[src/rtl/parking_gate_arbiter.sv]
// Shares one barrier gate between entry and exit lanes with occupancy tracking and round-robin arbitration.
// Optional statistics counters are enabled by defining PARKING_GATE_STATS_EN.
module parking_gate_arbiter #(
   parameter int  CAPACITY     = 8,
   parameter int  OPEN_CYCLES  = 4,
   parameter int  PASS_TIMEOUT = 16,
   parameter int  CLOSE_CYCLES = 4,
   localparam int CW           = $clog2(CAPACITY + 1)
) (
   input  logic          clk,
   input  logic          reset_n,
   input  logic          entry_req,
   input  logic          exit_req,
   input  logic          pass_sensor,
   output logic          entry_gnt,
   output logic          exit_gnt,
   output logic          gate_open,
   output logic [CW-1:0] occupancy,
   output logic          full,
   output logic          empty,
   output logic          timeout_err
`ifdef PARKING_GATE_STATS_EN
   ,
   output logic [15:0]   entry_total,
   output logic [15:0]   exit_total,
   output logic [7:0]    timeout_total
`endif
);

   localparam int MAX_PHASE = (OPEN_CYCLES > PASS_TIMEOUT)
                              ? ((OPEN_CYCLES > CLOSE_CYCLES) ? OPEN_CYCLES : CLOSE_CYCLES)
                              : ((PASS_TIMEOUT > CLOSE_CYCLES) ? PASS_TIMEOUT : CLOSE_CYCLES);
   localparam int PW = $clog2(MAX_PHASE + 1);

   localparam logic [PW-1:0] OPEN_LAST  = PW'(OPEN_CYCLES - 1);
   localparam logic [PW-1:0] PASS_LAST  = PW'(PASS_TIMEOUT - 1);
   localparam logic [PW-1:0] CLOSE_LAST = PW'(CLOSE_CYCLES - 1);
   localparam logic [CW-1:0] CAP        = CW'(CAPACITY);

   typedef enum logic [1:0] {
      IDLE    = 2'd0,
      OPENING = 2'd1,
      PASS    = 2'd2,
      CLOSING = 2'd3
   } state_t;

   state_t        state;
   state_t        state_nxt;
   logic [PW-1:0] phase_cnt;
   logic          lane_entry;
   logic          last_entry;

   logic          entry_ok;
   logic          exit_ok;
   logic          grant_any;
   logic          grant_entry;
   logic          pass_done;
   logic          timed_out;

   logic          lane_entry_nxt;
   logic          last_entry_nxt;
   logic          entry_gnt_nxt;
   logic          exit_gnt_nxt;
   logic          gate_open_nxt;
   logic [CW-1:0] occupancy_nxt;
   logic          timeout_err_nxt;
`ifdef PARKING_GATE_STATS_EN
   logic [15:0]   entry_total_nxt;
   logic [15:0]   exit_total_nxt;
   logic [7:0]    timeout_total_nxt;
`endif

   assign entry_ok = entry_req & ~full;
   assign exit_ok  = exit_req & ~empty;

   // State and output registers; every output is driven from a flop.
   always_ff @(posedge clk or negedge reset_n) begin
      if (!reset_n) begin
         state       <= IDLE;
         phase_cnt   <= '0;
         lane_entry  <= 1'b0;
         last_entry  <= 1'b0;
         entry_gnt   <= 1'b0;
         exit_gnt    <= 1'b0;
         gate_open   <= 1'b0;
         occupancy   <= '0;
         full        <= 1'b0;
         empty       <= 1'b1;
         timeout_err <= 1'b0;
`ifdef PARKING_GATE_STATS_EN
         entry_total   <= '0;
         exit_total    <= '0;
         timeout_total <= '0;
`endif
      end else begin
         state       <= state_nxt;
         phase_cnt   <= (state_nxt != state || state_nxt == IDLE) ? '0 : phase_cnt + 1'b1;
         lane_entry  <= lane_entry_nxt;
         last_entry  <= last_entry_nxt;
         entry_gnt   <= entry_gnt_nxt;
         exit_gnt    <= exit_gnt_nxt;
         gate_open   <= gate_open_nxt;
         occupancy   <= occupancy_nxt;
         full        <= (occupancy_nxt == CAP);
         empty       <= (occupancy_nxt == '0);
         timeout_err <= timeout_err_nxt;
`ifdef PARKING_GATE_STATS_EN
         entry_total   <= entry_total_nxt;
         exit_total    <= exit_total_nxt;
         timeout_total <= timeout_total_nxt;
`endif
      end
   end

   always_comb begin
      state_nxt   = state;
      grant_any   = 1'b0;
      grant_entry = 1'b0;
      pass_done   = 1'b0;
      timed_out   = 1'b0;
      case (state)
         IDLE: begin
            if (entry_ok | exit_ok) begin
               grant_any   = 1'b1;
               // On contention the lane that was not served last wins.
               grant_entry = entry_ok & ~(exit_ok & last_entry);
               state_nxt   = OPENING;
            end
         end
         OPENING: begin
            if (phase_cnt == OPEN_LAST) state_nxt = PASS;
         end
         PASS: begin
            if (pass_sensor) begin
               pass_done = 1'b1;
               state_nxt = CLOSING;
            end else if (phase_cnt == PASS_LAST) begin
               timed_out = 1'b1;
               state_nxt = CLOSING;
            end
         end
         CLOSING: begin
            if (phase_cnt == CLOSE_LAST) state_nxt = IDLE;
         end
         default: state_nxt = IDLE;
      endcase
   end

   always_comb begin
      lane_entry_nxt  = grant_any ? grant_entry : lane_entry;
      last_entry_nxt  = grant_any ? grant_entry : last_entry;
      entry_gnt_nxt   = (state_nxt != IDLE) & lane_entry_nxt;
      exit_gnt_nxt    = (state_nxt != IDLE) & ~lane_entry_nxt;
      gate_open_nxt   = (state_nxt == PASS);
      timeout_err_nxt = timed_out;
      occupancy_nxt   = occupancy;
      // Eligibility already prevents wrap; the bounds are re-checked here regardless.
      if (pass_done & lane_entry & (occupancy < CAP))
         occupancy_nxt = occupancy + 1'b1;
      else if (pass_done & ~lane_entry & (occupancy != '0))
         occupancy_nxt = occupancy - 1'b1;
`ifdef PARKING_GATE_STATS_EN
      entry_total_nxt   = entry_total;
      exit_total_nxt    = exit_total;
      timeout_total_nxt = timeout_total;
      if (pass_done & lane_entry & ~(&entry_total))
         entry_total_nxt = entry_total + 1'b1;
      if (pass_done & ~lane_entry & ~(&exit_total))
         exit_total_nxt = exit_total + 1'b1;
      if (timed_out & ~(&timeout_total))
         timeout_total_nxt = timeout_total + 1'b1;
`endif
   end

endmodule

[config.mk]
export PLATFORM = sky130hd
export DESIGN_NAME = parking_gate_arbiter
export DESIGN_NICKNAME = d
export VERILOG_FILES = /design/src/rtl/parking_gate_arbiter.sv
export SDC_FILE = /design/constraint.sdc
export NUM_CORES = 1
export LEC_CHECK = 0
export ABC_CLOCK_PERIOD_IN_PS = 1860
export CORE_UTILIZATION = 27
export DETAILED_ROUTE_END_ITERATION = 10
export PLACE_DENSITY = 0.57
export RECOVER_POWER = 50
export SLEW_MARGIN = 20
export SYNTH_ARGS = -nofsm -noshare
export SYNTH_HDL_FRONTEND = slang
export SYNTH_SLANG_ARGS = --single-unit
[constraint.sdc]
create_clock -name clk -period 1.86 [get_ports clk]
set_clock_uncertainty 0.1 [all_clocks]
set_input_delay 0.279 -clock clk [delete_from_list [all_inputs] [get_ports clk]]
set_output_delay 0.279 -clock clk [all_outputs]
set_load 0.01 [all_outputs]
## After elaboration in Yosys (flattened, before gate mapping)

Cells that the tools add are included.

| word-level totals | value |
|---|---|
| flip-flop bits (word level) | 19 |
| input bits | 5 |
| output and inout port bits | 10 |

| operators by class | value |
|---|---|
| add/subtract/negate cells | 3 |
| order comparisons | 1 |
| eq/ne operators | 8 |
| mux-type cells | 19 |
| bitwise gates (word level) | 16 |
| reductions and logical operators | 6 |

Operator list:

| kind | count |
|---|---|
| $and A1 B1 Y1 | 10 |
| $mux W1 | 10 |
| $mux W2 | 5 |
| $mux W4 | 2 |
| $pmux W2 S4 | 1 |
| $eq A2 B2 Y1 const B | 3 |
| $add A5 B1 Y5 const B | 1 |
| $eq A5 B2 Y1 const B | 1 |
| $eq A5 B4 Y1 const B | 1 |
| $mux W5 | 1 |
| $not A1 Y1 | 5 |
| $add A4 B1 Y4 const B | 1 |
| $eq A4 B4 Y1 const B | 1 |
| $logic_not A2 Y1 | 2 |
| $logic_not A4 Y1 | 1 |
| $lt A4 B4 Y1 const B | 1 |
| $reduce_bool A4 Y1 | 1 |
| $sub A4 B1 Y4 const B | 1 |
| $eq A2 B1 Y1 const B | 1 |
| $ne A2 B2 Y1 | 1 |
| $reduce_bool A2 Y1 | 1 |
| $logic_or A1 B1 Y1 | 1 |
| $or A1 B1 Y1 | 1 |

## Depth between registers and ports, before layout

| depth | value |
|---|---|
| word-level depth | 10 |
| depth in mapped cells | 7 |
| mapped depth without buffers | 7 |

## Least setup slack after synthesis

Ideal clock, no wire load.

| timing | value |
|---|---|
| path kind | flip-flop to flip-flop |
| start | register occupancy[0] |
| end | register full |
| setup time | 0.129 ns |
| arrival time | 1.649 ns |
| path slack | -0.018 ns |
| stages on the path, launching flop included | 8 |
| buffers on the path | 1 |
| cell sequence | dfrtp_1 -> buf_4 -> inv_1 -> ha_1 -> or3b_1 -> a31o_1 -> a32oi_1 -> nor4b_1 |

| between the ends | value |
|---|---|
| cells in the longest elaborated chain, start to end | 5 |
| elaborated cells between the ends (all ways) | 9 |
| classes of those cells | add/sub (2); order compare (1); eq/ne (1); mux (2); bitwise (2); reduce/logical (1) |

Ends and longest elaborated chain:

| element | RTL line | text |
|---|---|---|
| from (decl) | 18 | `output logic [CW-1:0] occupancy,` |
| from (signal assigned) | 103 | `occupancy <= occupancy_nxt;` |
| branches (longest 3 deep; another with $sub A4 B1 Y4) | -- |  |
| $mux W4 * | 158 | `if (pass_done & lane_entry & (occupancy < CAP))` |
| $eq A4 B4 Y1 * | 104 | `full <= (occupancy_nxt == CAP);` |
| to (signal assigned) | 104 |  |
| to (decl) | 19 | `output logic full,` |

Every way passes the cells marked *.
A chain may end at the register's enable or synchronous reset.

## Final worst setup path

| timing | value |
|---|---|
| start | register occupancy[1] |
| end | register full |

Same word-level chain as after synthesis.

==> metrics list <==
- The floorplan has 22 rows.
- Post-CTS setup buffers: 0
- # H-tree levels: 1
- Cell with the biggest individual delay on the critical path: dfrtp_1
- The flow ran to the end, and the final reports show no timing, DRC or antenna violations.
- After synthesis, the cell types taking the most area are dfrtp_1 42%, nor2_1 4.9%, ha_1 4.7%.
* Number of clock buffers inserted by TritonCTS: 3
- Min Hold Slack: 280 ps
* Worst Max-Slew Pin Slew: 608 ps
- Summed over all nets, wire length on met2 after detailed routing comes to approximately 980 um.
- Half-perimeter wire length after placement: 1580 um
* Largest area contributor in the netlist: dfrtp_1
- After synthesis the netlist holds a flip-flop and latch count of 19.
- The final hold violation count was 0.
* Cell area after technology mapping: approximately 0.0011 sq mm
- Source-to-sink clock delay at the later pin of the worst-skew pair: ~250 ps
- The worst hold path belongs to the class input pin to asynchronous set/reset pin.
* Category of the critical setup timing path: flip-flop to flip-flop
- No sink is reached through more buffers than the 2 on the longest clock path.
- Pin count of the biggest net entering global routing: 12
- Counting both buffers and inverters, the worst setup path holds a total of 1.
* FF/Latch Area: between 400 and 500 sq um
- Count of unresolved DRC violations after routing: 0
- The detailed router finished its first iteration with 42 violations.
- The average instance in the mapped netlist occupies about 10 sq um.
- Number of unique standard cell types used by synthesis: 45
- I/O Pins: 15
* Share of the synthesized area in the top cell type: between 40% and 50%
- Vias per std cell: between 4 and 5
- Once layout is complete, the utilization of the core stands at 36.3%.
* Pwr/cell area: 1410 mW/mm^2
* Highest routed metal layer: met4
- GRT Total Usage: 10.7%
* Post-layout net count: 137
* Global-route wire length before repair: 3480 um
- Final cell area excluding filler cells: 0.00136 sq mm
- Setup violations remaining at the end of the flow were counted as 0.
* Period Utilization, post-route: a little over nine tenths
- Height of the die: 65.1 um
* Diode count: 0
- Post-CTS repair changed the size of 0 cells.
- Final wirelength: roughly 2100 um
* Die Footprint: between 0.004 and 0.005 sq mm
- Max incr delay on CP: 380 ps
- Post-route met1 wirelength: between 900 and 1000 um
* Minimum clock period: 1780 ps
- Maximum vdd drop: ~0.62 mV
- Length of routed met3 wiring: 106 um
* Number of antenna violations at the first check in global routing: 0
* Arrival @ worst endpoint: approximately 1800 ps
* Clock tree from TritonCTS: done
* Leakage Power: 0.542 nW
- Timing would allow up to between 500 and 600 MHz.
- At the worst endpoint, the required time is 1890 ps.
- The first TritonRoute pass finished after 4 iterations.
* Sinks on the clock net: 19
* Fraction of final layout cells with drive strength greater than 1: 21.3%
* Clk Tree Root Cell: clkbuf_8
- Among all cell types in the netlist, the one instantiated most often is dfrtp_1.
- Main flop type after synthesis: dfrtp_1
* Count of nets left with antenna violations after detail routing: 0
- Area of the multi-input gates: between 500 and 600 sq um
- Number of filler cells placed in the layout: approximately 390
- Proportion of synthesized chip area in sequential cells: between 40% and 50%
- The die is about 65 um wide.
* Ordered list of cells on the worst path: inv_1 > ha_2 > or3b_1 > a31o_1 > a32oi_2 > nor4b_2
- The worst setup path is captured at a flip-flop.
- Overall via count from detail_route: between 800 and 900
- Along the worst path, the maximum fanout reaches 4.
* Via count of the first global-routing pass: 810
* YS warnings: 0
* Share of synthesized flip-flops with an asynchronous set or reset: between 90% and 100%
- Cell area after placement: 0.00130 sq mm
- WL/cell: around 12 um
- Post-synthesis to final-layout area growth: 26.5%
- Number of buffers inserted for hold repair after clock tree synthesis: 0
- Synth Instances: 104
- STA classifies the critical path startpoint as a flip-flop.
* DP Cell Count: 171
- Initial cell density of the core: 28.7%
- Number of max-cap violations: 0
* Mapped Nets: 113
* Post-Layout Cell Count: ~180
* Post-CTS clock slew at the launch and capture registers of the worst setup and hold paths: around 70 ps
- Area inside the core boundary: between 0.003 and 0.004 sq mm
- The final-report max-slew violation count came to 0.
- Summed over all layers, the global routing overflow is 0.
- At the end of routability-driven placement, the weighted congestion stood at just over 0.8.
- Total of buffers placed on input and output ports: 14
- Power, Total: 1.91 mW
- EDFF count, synth: 0
- Kind of cell adding the most delay to the critical path: compound AO/OA/AOI/OAI gates
- Max transition margin: 59.5%
- The commonest cells after synthesis are 18 x dfrtp_1, 14 x nor2_1, 5 x inv_1, 5 x nand2_1, 5 x nor2b_1.
registers in the layout (all words and copies together), names as in the netlist:
name / count
entry_gnt: 1
last_entry: 1
gate_open: 1
state: 2
timeout_err: 1
phase_cnt: 5
exit_gnt: 1
full: 1
lane_entry: 1
empty: 1
occupancy: 4
report_power, final:
part	total, mW	switching (mW)	leakage (nW)	internal, mW
Sequential	0.678	0.123	0.229	0.556
Combinational	0.956	0.480	0.290	0.476
Clock	0.277	0.125	0.0228	0.152
metal layers:
| layer | GRT usage, % | vias to the layer above |
|---|---|---|
| li1 | - | 415 |
| met5 | 0 | - |
| met2 | 17.4 | 21 |
| met1 | 13.1 | 412 |
| met4 | 2.99 | 0 |
| met3 | 3.87 | 2 |
worst paths after layout:
kind / from / end / slack [ps] / cells past startpoint
max: occupancy[1]$_DFF_PN0_ / full$_DFF_PN0_ / 80 / 6
min: reset_n / occupancy[2]$_DFF_PN0_ / 280 / 1
max reg2reg: occupancy[1]$_DFF_PN0_ / full$_DFF_PN0_ / 80 / 6
min reg2reg: phase_cnt[0]$_DFF_PN0_ / phase_cnt[0]$_DFF_PN0_ / 370 / 1
max in group asynchronous: reset_n / gate_open$_DFF_PN0_ / 520 / 2
min in group clk: phase_cnt[0]$_DFF_PN0_ / phase_cnt[0]$_DFF_PN0_ / 370 / 1
layout make-up:
class | instances | share of cell area (%)
multi-input combinational | 74 | 39.6
sequential | 19 | 35.1
timing repair buffer | 25 | 16.1
tap | 48 | 4.42
clock buffer | 4 | 3.32
inverter | 5 | 1.38
cells by family after synthesis:
logic type,after synthesis,share of synthesized area [%]
xor+xnor,4,3.26
fa+ha+maj,4,4.66
simple gates,48,26.3
flops,19,44.4
compound gates,18,14.5
buf+inv,11,6.88
per-stage QoR:
step / worst slack, ps / setup TNS [ps]
floorplan: 15.1 / 0
global placement: 24.4 / 0
detailed placement: -37.9 / -49.4
CTS: 45.7 / 0
global route: -8.10 / -8.10
finish: 78.4 / 0
placed cells by master, fill, tap and decap left out, types with 2 or more instances in the layout:
cell type / count
clkbuf_1: 2
a21oi_2: 2
nand2b_1: 2
buf_4: 10
nand2_1: 5
nand3_1: 4
xnor2_1: 3
nor2_1: 14
dlygate4sd3_1: 2
inv_1: 5
o21ai_1: 2
clkdlybuf4s50_1: 12
clkbuf_8: 3
nor3_1: 4
ha_1: 3
nor4b_2: 2
o41ai_1: 2
dfrtp_1: 18
nor2b_1: 4
worst register-to-register path, cell delays in order (launching register included):
cell	delay [ps]
dfrtp_1	380
inv_1	70
ha_2	200
or3b_1	370
a31o_1	250
a32oi_2	210
nor4b_2	80
No activity file was read; power rests on OpenSTA's default activity.
